===== src/rtl/cbus_arbiter.sv =====
// cbus_arbiter: N:1 round-robin arbiter between cbus masters and the bridge.
// A grant is held for the whole burst and priority rotates after the last beat.
package cbus_pkg;

  typedef enum logic [1:0] {
    MLEN1,
    MLEN2,
    MLEN4,
    MLEN8
  } cbus_len_t;

  typedef struct packed {
    logic        valid;
    logic        write;
    logic [31:0] addr;
    logic [31:0] wdata;
    logic [3:0]  wstrb;
    cbus_len_t   len;
  } cbus_req_t;

  typedef struct packed {
    logic        ready;
    logic        last;
    logic [31:0] rdata;
  } cbus_resp_t;

endpackage

module cbus_arbiter
  import cbus_pkg::*;
#(
  parameter int NUM_REQ = 2,
  parameter int IDX_W   = (NUM_REQ > 1) ? $clog2(NUM_REQ) : 1
) (
  input  logic             clk,
  input  logic             reset,
  input  cbus_req_t        ireqs  [NUM_REQ],
  output cbus_resp_t       iresps [NUM_REQ],
  output cbus_req_t        oreq,
  input  cbus_resp_t       oresp,
  output logic             busy,
  output logic [IDX_W-1:0] grant_idx
);

  typedef enum logic {
    ARB_IDLE,
    ARB_BUSY
  } arb_state_t;

  localparam logic [IDX_W:0]   NUM_W  = (IDX_W+1)'(NUM_REQ);
  localparam logic [IDX_W-1:0] LAST_I = IDX_W'(NUM_REQ - 1);

  arb_state_t       state_q, state_d;
  logic [IDX_W-1:0] gnt_q, gnt_d;
  logic [IDX_W-1:0] prio_q, prio_d;
  logic [IDX_W-1:0] pick_idx;
  logic [IDX_W-1:0] gnt_inc;
  logic [IDX_W:0]   slot;
  logic             pick_vld;

  // Descending scan so the candidate nearest prio is written last and wins.
  always_comb begin
    pick_vld = 1'b0;
    pick_idx = '0;
    slot     = '0;
    for (int k = NUM_REQ - 1; k >= 0; k--) begin
      slot = {1'b0, prio_q} + (IDX_W+1)'(k);
      if (slot >= NUM_W) begin
        slot = slot - NUM_W;
      end
      if (ireqs[slot[IDX_W-1:0]].valid) begin
        pick_vld = 1'b1;
        pick_idx = slot[IDX_W-1:0];
      end
    end
  end

  assign gnt_inc = (gnt_q == LAST_I) ? '0 : gnt_q + IDX_W'(1);

  always_comb begin
    state_d = state_q;
    gnt_d   = gnt_q;
    prio_d  = prio_q;
    oreq    = '0;
    busy    = 1'b0;
    for (int j = 0; j < NUM_REQ; j++) begin
      iresps[j] = '0;
    end
    unique case (state_q)
      ARB_IDLE: begin
        if (pick_vld) begin
          gnt_d   = pick_idx;
          state_d = ARB_BUSY;
        end
      end
      ARB_BUSY: begin
        busy          = 1'b1;
        oreq          = ireqs[gnt_q];
        iresps[gnt_q] = oresp;
        if (oresp.ready && oresp.last) begin
          state_d = ARB_IDLE;
          prio_d  = gnt_inc;
        end else if (!ireqs[gnt_q].valid) begin
          // Abandoned transaction: no rotation, master keeps its turn.
          state_d = ARB_IDLE;
        end
      end
    endcase
  end

  always_ff @(posedge clk or negedge reset) begin
    if (!reset) begin
      state_q <= ARB_IDLE;
      gnt_q   <= '0;
      prio_q  <= '0;
    end else begin
      state_q <= state_d;
      gnt_q   <= gnt_d;
      prio_q  <= prio_d;
    end
  end

  assign grant_idx = gnt_q;

endmodule


===== config.mk =====
export PLATFORM = sky130hd
export DESIGN_NAME = cbus_arbiter
export DESIGN_NICKNAME = d
export VERILOG_FILES = /design/src/rtl/cbus_arbiter.sv
export SDC_FILE = /design/constraint.sdc
export NUM_CORES = 1
export LEC_CHECK = 0
export ABC_CLOCK_PERIOD_IN_PS = 1040
export BUFFER_PORTS_ARGS = -buffer_cell sky130_fd_sc_hd__buf_2
export CELL_PAD_IN_SITES_DETAIL_PLACEMENT = 2
export CELL_PAD_IN_SITES_GLOBAL_PLACEMENT = 2
export CORE_MARGIN = 8
export CORE_UTILIZATION = 11
export CTS_CLUSTER_DIAMETER = 30
export DETAILED_ROUTE_END_ITERATION = 12
export GPL_TIMING_DRIVEN = 0
export PLACE_DENSITY_LB_ADDON = 0.15
export SETUP_SLACK_MARGIN = 0.3
export SLEW_MARGIN = 20
export SYNTH_ARGS = -nofsm -noshare
export SYNTH_HDL_FRONTEND = slang
export SYNTH_SLANG_ARGS = --single-unit

===== constraint.sdc =====
create_clock -name clk -period 1.04 [get_ports clk]
set_input_delay 0.052 -clock clk [delete_from_list [all_inputs] [get_ports clk]]
set_output_delay 0.052 -clock clk [all_outputs]
set_load 0.02 [all_outputs]

==> Yosys cells after proc, flatten, opt, wreduce, memory -nomap -nowiden <==
Cells that the tools add are included.
Widths: inputs -> output; s select.
{ "op_classes": {"add_sub_neg": 4, "n_lt_le_gt_ge": 6, "mux": 25, "bitwise_logic": 5, "n_reduce_logical": 4} }
{ "ops": {"columns": ["operator", "count"], "rows": [
  ["$mux 72", 10],
  ["$and 68x68->68", 1],
  ["$mux 68", 1],
  ["$demux 34 s1", 1],
  ["$mux 34", 1],
  ["$mux 1", 11],
  ["$ge 2x2->1 const B", 4],
  ["$not 1->2", 3],
  ["$reduce_and 2->1", 2],
  ["$add 1x1->2 const B", 1],
  ["$ge 1x2->1 const B", 1],
  ["$logic_and 1x1->1", 2],
  ["$lt 2x1->1 const B", 1],
  ["$pmux 1 s2", 1],
  ["$sub 1x1->1 const B", 2],
  ["$add 1x1->1 const B", 1],
  ["$not 1->1", 1]
]} }
{ "word_totals": {"ff_bits": 3, "inputBits": 180, "elab_cells": 47} }

==> Longest topological paths before layout <==
{ "depth": {"ltp_word": 11, "mapped_depth": 4} }

==> Worst setup path before layout <==
OpenSTA, ideal clock, no wires.
{ "synth_path": {"path_type": "reg2out", "start": "register gnt_q (netlist: grant_idx)", "end": "output port oreq[0] (netlist bit)", "t_arrival_ns": 1.238, "t_required_ns": 0.988, "slack_ns": -0.250, "path_stages_with_launch": 5, "n_path_buf": 2, "path_cell_list": "dfrtp_1 > buf_12 > buf_12 > mux2i_1 > nor2b_1"} }
{ "synth_rtl": {"columns": ["item", "line_no", "text"], "rows": [
  ["start, declared", "54", "logic [IDX_W-1:0] gnt_q, gnt_d;"],
  ["start signal, assigned", "118", "gnt_q <= gnt_d;"],
  ["end, declared", "39", "output cbus_req_t oreq,"]
]} }

==> metrics.md <==
| Metric | Value |
|---|---|
| Hpwl dp | `13.1 mm` |
| Critical path cell sequence | `buf_4, buf_6, buf_12, clkbuf_8, and3_4, buf_6` |
| Worst setup path endpoint | `iresps[18]` |
| DRT iter0 DRCs | `22` |
| CP dominant cell by count | `buf_6` |
| Final period util | `149%` |
| Adder-Cell Fraction of Synth Area | `0%` |
| Hold_sp | `ireqs[71]` |
| Vias | `3289` |
| Largest net degree at the start of global routing | `11` |
| CTS tree | `yes` |
| Syn Nets | `434` |
| Fin crit period | `1550 ps` |
| Largest stage delay, worst path | `440 ps` |
| Crit-path max FO | `9` |
| Slowest cell on the critical path | `dfrtp_2` |
| Die width | `152 µm` |
| Worst-Skew Late Latency | `230 ps` |
| # IOs | `322` |
| Violated checks | `setup timing` |
| Post-Synth Simple-Gate Area | `46.3%` |
| Final Hold Viols | `0` |
| Core area | `18000 µm²` |
| GRT overflow | `0` |
| H-tree depth | `1` |
| F_max | `0.643 GHz` |
| Starting Density | `11.2%` |
| Max_cap viols | `0` |
| Synth unique cells | `19` |
| Slew Viols, Final | `0` |
| TNS Setup | `-62050 ps` |
| GP Congestion | `0.736` |
| Sink Count | `3` |
| GRT Total Usage | `12.0%` |
| Nets | `781` |
| Die area | `23000 µm²` |
| Post-DR wirelength/cell | `19.2 µm` |
| Clock Skew | `2.06 ps` |
| Max transition margin | `86.9%` |
| DIE HEIGHT | `152 µm` |
| Reg2reg start | `grant_idx$_DFFE_PN0P_` |
| Final wirelength | `16.0 mm` |
| Share of layout cells above drive strength 1 | `88.8%` |
| Max IR drop VDD | `890 µV` |
| Stages on worst setup path | `6` |
| IO Port Bufs | `321` |
| Critical path startpoint category | `flip-flop` |
| Number of routed nets with antenna violations | `0` |
| Crit path max-delay family | `buffers and inverters` |
| CTS Root Cell | `clkbuf_16` |
| Seq/Total Area, Yosys | `3.71%` |
| R2R depth | `4` |
| DRC violations left | `0` |
| Setup violators final | `144` |
| Critical path origin | `grant_idx$_DFFE_PN0P_` |
| Post-DR vias/cell | `3.96` |
| Maximum buffer depth of the clock tree | `2` |
| CP arrival | `1500 ps` |
| Clk pin slew, worst setup/hold paths | `30 ps` |
| Flops & latches, synth | `3` |
| WP data required | `990 ps` |
| Status | `finished with violations` |
| Static Leak | `3.01 nW` |
| Reg2reg end | `state_q$_DFF_PN0_` |
| Synthesis Warnings | `0` |
| Synthesized area | `2030 µm²` |
| R2R setup slack | `-100 ps` |
| Syn Area/Cell | `7.98 µm²` |
| Post-synthesis compound-gate area fraction | `0.741%` |
| Smallest hold slack | `131 ps` |
| RSZ-0062 raised after global routing | `true` |
| Setup crit end kind | `primary output` |
| Main combinational cell family by area after synthesis | `simple AND/OR/NAND/NOR gates` |
| Pre-antenna DRT Iters | `4` |
| First-pass GRT wire length | `21.3 mm` |
| Final setup margin | `-515 ps` |
| Synth Area in XOR/XNOR | `0%` |
| Num rows | `49` |
| Pwr dens | `2640 nW/µm²` |
| Area Growth Syn to Fin | `186%` |
| Slew @ Worst Pin | `191 ps` |
| Critical path buffers and inverters | `5` |
| Multiplexer share of the synthesized area | `36.1%` |
| HP Class | `input pin to flip-flop` |
| Mapped Cells | `254` |
| Setup CP Type | `flip-flop to primary output` |
| Initial antenna violation count | `2` |
| Number of global-route vias before repair | `3708` |
| CTS Buf Count | `3` |
| Fillcell total | `2015` |
-- worst min path at each step --
stage	endpoint	cells after the start	slack, ps
2_1_floorplan	grant_idx$_DFFE_PN0P_	0	-240
3_3_place_gp	prio_q$_DFFE_PN0P_	1	-150
3_5_place_dp	prio_q$_DFFE_PN0P_	1	-150
4_1_cts	grant_idx$_DFFE_PN0P_	3	130
5_1_grt	grant_idx$_DFFE_PN0P_	3	160
6_report	grant_idx$_DFFE_PN0P_	3	130
-- synth_stat cells --
master / instances / area, µm²
nor2b_1: 74 / 463
mux2i_1: 73 / 731
and2_1: 34 / 213
and3_1: 22 / 138
and3_2: 12 / 90.1
clkbuf_1: 12 / 45.0
buf_12: 8 / 160
buf_6: 3 / 33.8
dfrtp_1: 3 / 75.1
buf_4: 2 / 15.0
nand2_1: 2 / 7.51
nor2_1: 2 / 7.51
a2bb2oi_1: 1 / 8.76
buf_2: 1 / 5.00
clkbuf_2: 1 / 5.00
inv_1: 1 / 3.75
nand3_1: 1 / 5.00
nor2b_4: 1 / 13.8
o22ai_1: 1 / 6.26
-- registers in the layout (all words and copies together) (netlist names) --
register / flops
grant_idx: 1
prio_q: 1
state_q: 1
-- cell type report --
class                   count  area, µm²  area share [%]
repair buffers            342       2730            47.2
inverters                   1       3.75          0.0648
well taps                 229        287            4.95
clock buffers               4       78.8            1.36
multi-input cells         223       2190            37.8
diodes                      1       2.50          0.0432
flip-flops and latches      3       77.6            1.34
plain buffers              27        420            7.26
-- routing by layer --
| layer | track usage (%) | vias to the layer above | wire length (µm) |
|---|---|---|---|
| li1 | - | 1552 | - |
| met2 | 24.4 | 196 | 8860 |
| met4 | 1.76 | 2 | 116 |
| met1 | 11.1 | 1530 | 5100 |
| met3 | 4.78 | 9 | 1870 |
| met5 | 0 | - | 9 |
-- per-stage QoR --
step           cells  area, µm²  setup WS [ps]  utilization [%]  power (mW)
3_5_place_dp     804       4340           -397             24.1        10.7
2_1_floorplan    254       2450           -129                -        7.62
5_1_grt          830       5790           -560             32.1        16.1
6_report         830       5790           -515             32.1        15.3
3_3_place_gp     804       4340           -423             24.1        10.6
4_1_cts          819       5210           -513             28.9        13.7
-- kinds of logic (layout without fill, tap and decap cells) --
family / count (synthesis) / after routing
and+or+nand+nor: 148 / 148
DFF: 3 / 3
buffers and inverters: 28 / 374
AOI/OAI and AO/OA: 2 / 2
other: 0 / 1
muxes: 73 / 73
-- report_power, final --
group / leakage, nW / internal, mW / total [mW] / switching (mW)
Clock: 0.0382 / 0.507 / 0.620 / 0.113
Sequential: 0.0326 / 0.178 / 0.264 / 0.0861
Combinational: 2.94 / 7.86 / 14.4 / 6.52
-- cell usage in the layout (no fill, tap or decap), types with 2 or more instances in the layout --
cell / synthesis / layout
nor2b_2: 0 / 71
and3_4: 0 / 34
clkbuf_4: 0 / 2
buf_12: 8 / 11
mux2i_2: 0 / 11
clkbuf_16: 0 / 14
buf_2: 1 / 197
buf_6: 3 / 132
buf_4: 2 / 4
dfrtp_2: 0 / 2
mux2i_4: 0 / 3
clkbuf_2: 1 / 3
mux2i_1: 73 / 59
nor2b_4: 1 / 3
buf_8: 0 / 4
and2_2: 0 / 24
and2_4: 0 / 9
clkbuf_8: 0 / 4
-- worst reg2reg max path, stage by stage, from the launching register on --
cell and delay [ps]:
dfrtp_2 420, buf_12 150, buf_4 130, mux2i_4 230, o22ai_2 90
-- repair_timing --
action                     in CTS  in global routing
setup endpoints to repair     145                145
gates cloned                    4                  8
pin swaps                       0                  5
setup buffers                   6                  2
hold endpoints to repair        3                  0
hold buffers                    1                  0
gates resized for setup       212                115
Power figures use the tool's default switching activity.
